**config.mk**
```make
export PLATFORM = sky130hd
export DESIGN_NAME = aes_block_loader
export DESIGN_NICKNAME = d
export VERILOG_FILES = /design/src/rtl/aes_loader_pkg.sv /design/src/rtl/aes_loader_byte_assembler.sv /design/src/rtl/aes_block_loader.sv
export SDC_FILE = /design/constraint.sdc
export NUM_CORES = 1
export LEC_CHECK = 0
export ABC_AREA = 0
export CORE_AREA = 2 2 207 209
export CTS_CLUSTER_SIZE = 14
export DETAILED_ROUTE_END_ITERATION = 10
export DIE_AREA = 0 0 209 211
export PLACE_DENSITY_LB_ADDON = 0.08
export SYNTH_ARGS = -nofsm -noshare
export SYNTH_HDL_FRONTEND = slang
export SYNTH_SLANG_ARGS = --single-unit
```
**constraint.sdc**
```tcl
create_clock -name i_clk -period 3.8 [get_ports i_clk]
set_clock_uncertainty 0.2 [all_clocks]
set_input_delay 0.38 -clock i_clk [delete_from_list [all_inputs] [get_ports i_clk]]
set_output_delay 0.38 -clock i_clk [all_outputs]
set_load 0.02 [all_outputs]
```
**src/rtl/aes_loader_pkg.sv**
```systemverilog
// Shared types and sizes for the AES byte-stream loader.
package aes_loader_pkg;

  localparam int BLOCK_BYTES = 16;
  localparam int AES_BITS    = 128;
  localparam int IDX_W       = $clog2(BLOCK_BYTES);

  typedef enum logic [1:0] {
    LOAD_KEY  = 2'd0,
    LOAD_TEXT = 2'd1,
    HOLD      = 2'd2
  } state_e;

endpackage

```
**src/rtl/aes_loader_byte_assembler.sv**
```systemverilog
// Byte-indexed shadow register; o_data already carries the byte being written
// this cycle so the owner can capture a complete block on the final transfer.
module byte_assembler #(
  parameter int NBYTES = 16,
  parameter int IDX_W  = 4
) (
  input  logic                  i_clk,
  input  logic                  i_rst,
  input  logic                  i_clr,
  input  logic                  i_we,
  input  logic [IDX_W-1:0]      i_idx,
  input  logic [7:0]            i_byte,
  output logic [0:8*NBYTES-1]   o_data
);
  import aes_loader_pkg::*;

  logic [0:8*NBYTES-1] r_shadow;

  always_ff @(posedge i_clk) begin
    if (i_rst || i_clr) begin
      r_shadow <= '0;
    end else if (i_we) begin
      for (int b = 0; b < NBYTES; b++) begin
        if (i_idx == IDX_W'(b)) r_shadow[8*b +: 8] <= i_byte;
      end
    end
  end

  always_comb begin
    o_data = r_shadow;
    if (i_we) begin
      for (int b = 0; b < NBYTES; b++) begin
        if (i_idx == IDX_W'(b)) o_data[8*b +: 8] = i_byte;
      end
    end
  end

endmodule

```
**src/rtl/aes_block_loader.sv**
```systemverilog
// Byte-serial loader that assembles an AES key and plaintext blocks (MSB byte
// first) and holds each completed text block until the consumer acknowledges.
//
// state     | meaning
// LOAD_KEY  | collecting key bytes, key_valid low
// LOAD_TEXT | key held, collecting plaintext bytes
// HOLD      | text block presented, waiting for block_ack, no bytes accepted
module aes_block_loader #(
  parameter int BLOCK_BYTES = aes_loader_pkg::BLOCK_BYTES,
  parameter int CNT_W       = 16
) (
  input  logic                       i_clk,
  input  logic                       i_rst,
  input  logic [7:0]                 i_in_byte,
  input  logic                       i_in_valid,
  output logic                       o_in_ready,
  input  logic                       i_new_key,
  input  logic                       i_block_ack,
  output logic [0:8*BLOCK_BYTES-1]   o_key_out,
  output logic [0:8*BLOCK_BYTES-1]   o_text_out,
  output logic                       o_key_valid,
  output logic                       o_block_valid,
  output logic [CNT_W-1:0]           o_blk_count
);
  import aes_loader_pkg::*;

  localparam int IDX_BITS = $clog2(BLOCK_BYTES);
  localparam logic [IDX_BITS-1:0] LAST_IDX = IDX_BITS'(BLOCK_BYTES - 1);

  state_e                    r_state, w_state_nxt;
  logic [IDX_BITS-1:0]       r_idx;
  logic [0:8*BLOCK_BYTES-1]  r_key_out, r_text_out;
  logic                      r_key_valid, r_block_valid;
  logic [CNT_W-1:0]          r_blk_count;

  logic                      w_xfer, w_last, w_key_we, w_text_we, w_ack;
  logic [0:8*BLOCK_BYTES-1]  w_key_data, w_text_data;

  // new_key wins over a same-cycle transfer, so the byte never reaches a shadow
  assign o_in_ready = (r_state != HOLD);
  assign w_xfer     = i_in_valid && o_in_ready && !i_new_key;
  assign w_last     = (r_idx == LAST_IDX);
  assign w_key_we   = w_xfer && (r_state == LOAD_KEY);
  assign w_text_we  = w_xfer && (r_state == LOAD_TEXT);
  assign w_ack      = i_block_ack && (r_state == HOLD) && !i_new_key;

  byte_assembler #(.NBYTES(BLOCK_BYTES), .IDX_W(IDX_BITS)) u_key_asm (
    .i_clk  (i_clk),
    .i_rst  (i_rst),
    .i_clr  (i_new_key),
    .i_we   (w_key_we),
    .i_idx  (r_idx),
    .i_byte (i_in_byte),
    .o_data (w_key_data)
  );

  byte_assembler #(.NBYTES(BLOCK_BYTES), .IDX_W(IDX_BITS)) u_text_asm (
    .i_clk  (i_clk),
    .i_rst  (i_rst),
    .i_clr  (i_new_key),
    .i_we   (w_text_we),
    .i_idx  (r_idx),
    .i_byte (i_in_byte),
    .o_data (w_text_data)
  );

  always_comb begin
    w_state_nxt = r_state;
    if (i_new_key) begin
      w_state_nxt = LOAD_KEY;
    end else begin
      case (r_state)
        LOAD_KEY:  if (w_xfer && w_last) w_state_nxt = LOAD_TEXT;
        LOAD_TEXT: if (w_xfer && w_last) w_state_nxt = HOLD;
        HOLD:      if (w_ack) w_state_nxt = LOAD_TEXT;
        default:   w_state_nxt = LOAD_KEY;
      endcase
    end
  end

  always_ff @(posedge i_clk) begin
    if (i_rst) begin
      r_state       <= LOAD_KEY;
      r_idx         <= '0;
      r_key_out     <= '0;
      r_text_out    <= '0;
      r_key_valid   <= 1'b0;
      r_block_valid <= 1'b0;
      r_blk_count   <= '0;
    end else begin
      r_state <= w_state_nxt;
      if (i_new_key) begin
        r_idx         <= '0;
        r_key_valid   <= 1'b0;
        r_block_valid <= 1'b0;
      end else begin
        if (w_xfer) begin
          if (w_last) begin
            r_idx <= '0;
            if (r_state == LOAD_KEY) begin
              r_key_out   <= w_key_data;
              r_key_valid <= 1'b1;
            end else begin
              r_text_out    <= w_text_data;
              r_block_valid <= 1'b1;
            end
          end else begin
            r_idx <= r_idx + IDX_BITS'(1);
          end
        end
        if (w_ack) begin
          r_block_valid <= 1'b0;
          r_blk_count   <= r_blk_count + CNT_W'(1);
        end
      end
    end
  end

  assign o_key_out     = r_key_out;
  assign o_text_out    = r_text_out;
  assign o_key_valid   = r_key_valid;
  assign o_block_valid = r_block_valid;
  assign o_blk_count   = r_blk_count;

endmodule

```
Yosys cells after proc, flatten, opt, wreduce, memory -nomap -nowiden
Cells that the tools add are included.
{ "word_totals": {"ff_bits": 536, "mem_bits_ro": 0, "in_bits": 13, "latch_bits": 0, "ram_bits": 0, "word_cells": 94, "out_inout_bits": 275, "memories": 0} }
{ "op_classes": {"muxes": 37, "add_sub_neg": 2, "shift": 0, "n_div": 0, "magnitude_cmp": 0, "n_bitwise": 2, "reduce_logical": 21, "multipliers": 0, "n_eq_ne": 21} }
{ "ops": {"columns": ["op", "n"], "rows": [
  ["two-way mux 128 bit", 2],
  ["two-way mux 8 bit", 30],
  ["equality test 4 bit (second input constant)", 8],
  ["adder 16 x 1 -> 16 bit (second input constant)", 1],
  ["equality test 4 x 3 -> 1 bit (second input constant)", 4],
  ["AND reduction 3 bit", 3],
  ["equality test 4 x 2 -> 1 bit (second input constant)", 2],
  ["AND reduction 4 bit", 2],
  ["logical AND 1 bit", 7],
  ["two-way mux 2 bit", 3],
  ["!= test 2 bit (second input constant)", 3],
  ["case mux 2 bit (3 select lines)", 1],
  ["AND reduction 2 bit", 3],
  ["adder 4 x 1 -> 4 bit (second input constant)", 1],
  ["equality test 4 x 1 -> 1 bit (second input constant)", 1],
  ["logical NOT 4 bit", 1],
  ["two-way mux 4 bit", 1],
  ["OR reduction 3 bit", 1],
  ["equality test 2 x 1 -> 1 bit (second input constant)", 1],
  ["equality test 2 bit (second input constant)", 1],
  ["logical NOT 2 bit", 1],
  ["!= test 2 x 1 -> 1 bit (second input constant)", 1],
  ["inverter 1 bit", 2],
  ["OR reduction 2 bit", 1],
  ["2 further kinds", 2]
]} }

Logic depth before layout (Yosys ltp)
{ "logic_depth": {"depth_word": 6, "depth_mapped": 9, "depth_no_buf": 6} }

Modules after synthesis
Synthesis repeated with hierarchy kept, for this count alone.
{ "unflattened": {"cells_unflattened": 2436, "area_unflattened_um2": 22494.1} }
{ "by_module_without_submodules": {"columns": ["mod", "n_inst", "seq_area_each_um2", "area_each_um2", "cells_per_inst"], "rows": [
  ["byte_assembler", 2, 2562.5, 6319.8, 597],
  ["aes_block_loader", 1, 5605.4, 9854.5, 1242]
]} }

Worst setup path after synthesis
Ideal clock, no wire load.
{ "synth_timing": {"path_kind": "register to register", "from": "reg r_idx[1]", "to": "reg u_text_asm.r_shadow[42] (netlist bit)", "path_buffers": 3, "stages_incl_launch_ff": 10, "t_required_ps": 3472, "path_slack_ps": 1556, "setup_time_ps": 128, "arrival_ps": 1916, "period_less_slack_ps": 2244, "path_cell_list": "dfxtp_1 > inv_1 > ha_1 > clkbuf_1 > nand3b_1 > clkbuf_1 > or2_2 > buf_2 > mux2i_1 > nor2_1"} }
{ "synth_between": {"elab_chain_len": 2} }
{ "synth_rtl": {"columns": ["item", "line_no", "text"], "rows": [
  ["start: declaration", "aes_block_loader.sv:31", "logic [IDX_BITS-1:0] r_idx;"],
  ["start signal: assignment", "aes_block_loader.sv:108", "r_idx <= r_idx + IDX_BITS'(1);"],
  ["equality test 4 x 3 -> 1 bit", "aes_loader_byte_assembler.sv:24", "if (i_idx == IDX_W'(b)) r_shadow[8*b +: 8] <= i_byte;"],
  ["two-way mux 8 bit", null, null],
  ["end signal: indexed assignment", "aes_loader_byte_assembler.sv:24", null],
  ["end: declaration", "aes_loader_byte_assembler.sv:17", "logic [0:8*NBYTES-1] r_shadow;"]
]} }
No other way between the ends.
A chain may end at the register's enable or synchronous reset.

Final worst setup path
{ "layout_timing": {"from": "reg r_idx[3]", "to": "reg u_key_asm.r_shadow[80] (netlist bit)"} }
{ "layout_between": {"elab_chain_len": 2} }
{ "layout_rtl": {"columns": ["item", "line_no"], "rows": [
  ["equality test 4 bit", "aes_loader_byte_assembler.sv:24"],
  ["two-way mux 8 bit", null],
  ["end signal: indexed assignment", "aes_loader_byte_assembler.sv:24"],
  ["end: declaration", "aes_loader_byte_assembler.sv:17"]
]} }
No other way between the ends.

==> results.json <==
{
  "worst_pin_slew_ns": 1.06,
  "netlist_instances": 2222,
  "routabilityCongestion": 0.800,
  "yosysTopAreaCellShare_pct": 53.3,
  "end_kind": "flip-flop",
  "synthXorXnorAreaFrac_pct": 0.486,
  "hold_path.class": "in -> reg",
  "nNetsFinal": 2414,
  "synth-main-ff-cell": "dfxtp_1",
  "critPathMaxFanout": 19,
  "start_kind": "flip-flop",
  "yosys.area.top_type": "dfxtp_1",
  "cp_num_buf_inv": 0,
  "diodes": 0,
  "synthTopCellsByArea": "dfxtp_1 53%, mux2i_1 9.8%, nand2_1 6.7%",
  "io_pins": 288,
  "first_pass_iters": 5,
  "cts_buffers": 54,
  "rsz0062_at_grt": "false",
  "antenna_left": 0,
  "relSlewSlack_pct": 29.5,
  "synth_cell_types": 47,
  "arrival_ns": 3.26,
  "wl_um": 55800,
  "clockRootBuffer": "clkbuf_16",
  "fp-row-count": 75,
  "fin_tns_setup_ns": 0,
  "synth_area_per_cell_um2": 8.92,
  "slowest_delay_ns": 0.85,
  "peakVddDrop_v": 0.000406,
  "cts_tree": "built",
  "max_freq_mhz": 332,
  "synth_top_family_by_area": "simple AND/OR/NAND/NOR gates",
  "cp_top_family": "simple AND/OR/NAND/NOR gates",
  "initial_core_util_pct": 47.5,
  "grt_pass1_vias": 15441,
  "synth-seq-area-share_pct": 53.3,
  "viasPerCell": 5.42,
  "path_cells": "nand3b_1 > nor2_2 > mux2i_1 > nor2_1",
  "clock_tree.buffer_depth": 3,
  "fp.coreArea_um2": 41800,
  "worstSkewPairLatency_ns": 0.59,
  "port_buffers": 287,
  "drc": 0,
  "async_reset_ff_share_pct": 0,
  "path_clk_slew_ns": 0.06,
  "cts-resized-gates": 0,
  "final_max_slew_viol_count": 0,
  "hold_viol_final": 0,
  "placed_area_um2": 23000,
  "synth_nets": 2240,
  "die_w_um": 209,
  "yosys_register_bits": 528,
  "die_h_um": 211,
  "vias": 16136,
  "drive_gt1_share_pct": 7.10,
  "dieArea_um2": 44100,
  "h-tree-depth": 2,
  "clock_sinks": 528,
  "setup_viol": 0,
  "cts_setup_buffers": 0,
  "power_density_nw_per_um2": 449,
  "p_leak_nw": 8.23,
  "synth-compound-area-share_pct": 14.0,
  "overflow": 0,
  "path_class": "reg -> reg",
  "yosysWarnings": 0,
  "yosys.area_share.simple_pct": 17.5,
  "grt_max_degree": 200,
  "dp_hpwl_um": 35400,
  "crit_path_top_delay_cell": "dfxtp_1",
  "crit_required_ns": 4.04,
  "grt_pass1_wl_um": 86900,
  "antenna_found_initial": 1,
  "synthAdderAreaFrac_pct": 0.316,
  "muxShareOfSynthArea_pct": 9.79,
  "final_cell_area_um2": 24700,
  "maxCapViolCount": 0,
  "synth_edf_count": 0,
  "min_period_over_period_pct": 79.3,
  "track_usage_pct": 24.7,
  "status": "completed",
  "syn_area_um2": 19800,
  "fin_crit_ns": 3.02,
  "wire_per_inst_um": 18.8,
  "drt_iter0_drc": 878,
  "area_growth_pct": 24.8
}
worst paths after layout:
check                                   endpoint  slack (ns)                  startpoint  cells after the start
min                 o_blk_count[11]$_SDFFE_PP0P_        0.03                       i_rst                      2
min reg2reg           o_key_out[27]$_SDFFE_PP0P_        0.25  o_key_out[27]$_SDFFE_PP0P_                      2
max          u_key_asm.r_shadow[80]$_SDFFE_PP0P_        0.78       r_idx[3]$_SDFFE_PP0P_                      4
max reg2reg  u_key_asm.r_shadow[80]$_SDFFE_PP0P_        0.78       r_idx[3]$_SDFFE_PP0P_                      4
sequential cells by signal, summed over array words and instances (netlist names):
signal / cells
r_idx: 4
o_text_out: 128
u_text_asm.r_shadow: 128
o_key_out: 128
o_key_valid: 1
o_block_valid: 1
u_key_asm.r_shadow: 120
o_blk_count: 16
r_state: 2
area by class of cell:
class	instances	area, µm²
Clock buffer	82	1650
Inverter	5	18.8
Timing Repair Buffer	337	3290
Clock inverter	14	123
Fill cell	3733	17000
Sequential cell	528	10600
Multi-Input combinational cell	1470	8410
Tap cell	539	674
power breakdown:
part | leakage [nW] | switching [mW] | total, mW | internal (mW)
Clock | 0.881 | 2.17 | 5.28 | 3.11
Sequential | 4.25 | 0.00169 | 5.54 | 5.54
Combinational | 3.10 | 0.236 | 0.292 | 0.0563
worst reg2reg max path, stage by stage, from the launching register on:
cell	delay, ns
dfxtp_1	0.85
nand3b_1	0.80
nor2_2	0.71
mux2i_1	0.25
nor2_1	0.06
logic make-up after synthesis:
family	Yosys count
buffers and inverters	224
adder cells (fa/ha/maj)	5
XOR/XNOR	11
AND/OR/NAND/NOR	819
multiplexers	194
AO/OA/AOI/OAI	441
flip-flops	528
metal layers:
metal | wire length (µm) | track usage (%)
met4 | 1090 | 6.92
met1 | 25300 | 32.3
met3 | 2850 | 4.50
met2 | 26600 | 42.0
met5 | 0 | 0
placed cells by master (no fill, tap or decap), types with 57 or more instances in the layout:
| master | count |
|---|---|
| dfxtp_1 | 528 |
| nand2_1 | 356 |
| nor2_1 | 300 |
| clkdlybuf4s50_1 | 278 |
| mux2i_1 | 194 |
| a21oi_1 | 182 |
| a211oi_1 | 120 |
| nand3_1 | 85 |
| o21ai_0 | 69 |
| clkbuf_16 | 57 |
cell usage after synthesis (2+ instances only):
library cell,n
dfxtp_1,528
nand2_1,356
nor2_1,301
mux2i_1,194
a21oi_1,182
clkbuf_1,155
a211oi_1,120
nand3_1,85
o21ai_0,69
buf_2,53
a32oi_1,50
a311oi_1,9
a22o_1,8
buf_1,7
nand3b_1,7
nor2_2,7
or2_2,7
xnor2_1,7
nand4_1,6
and3_1,5
ha_1,5
inv_1,5
nand2b_1,5
nor3_1,5
buf_4,4
xor2_1,4
nand4b_1,3
nor3b_1,3
nor4_1,3
or3_1,3
or4_1,3
and2_1,2
and4b_1,2
nand4bb_1,2
nor2_4,2
nor2b_1,2
nor4bb_1,2
or4b_1,2
timing repair:
item / in CTS / in global routing
hold endpoints to repair: 1 / 0
setup endpoints to repair: 0 / 0
hold buffers: 1 / 0
metrics by stage:
| stage | hold slack, ns | util (%) | total power, mW | setup WS [ns] | instances |
|---|---|---|---|---|---|
| floorplan | 0.228 | - | 5.84 | 1.56 | 2222 |
| global placement | 0.233 | 55.0 | 5.95 | 0.709 | 2878 |
| detailed placement | 0.241 | 55.0 | 5.95 | 0.592 | 2878 |
| CTS | 0.0359 | 59.2 | 11.2 | 0.823 | 2975 |
| global route | 0.0592 | 59.2 | 11.4 | 0.653 | 2975 |
| finish | 0.0344 | 59.2 | 11.1 | 0.785 | 2975 |
Power figures use the tool's default switching activity.
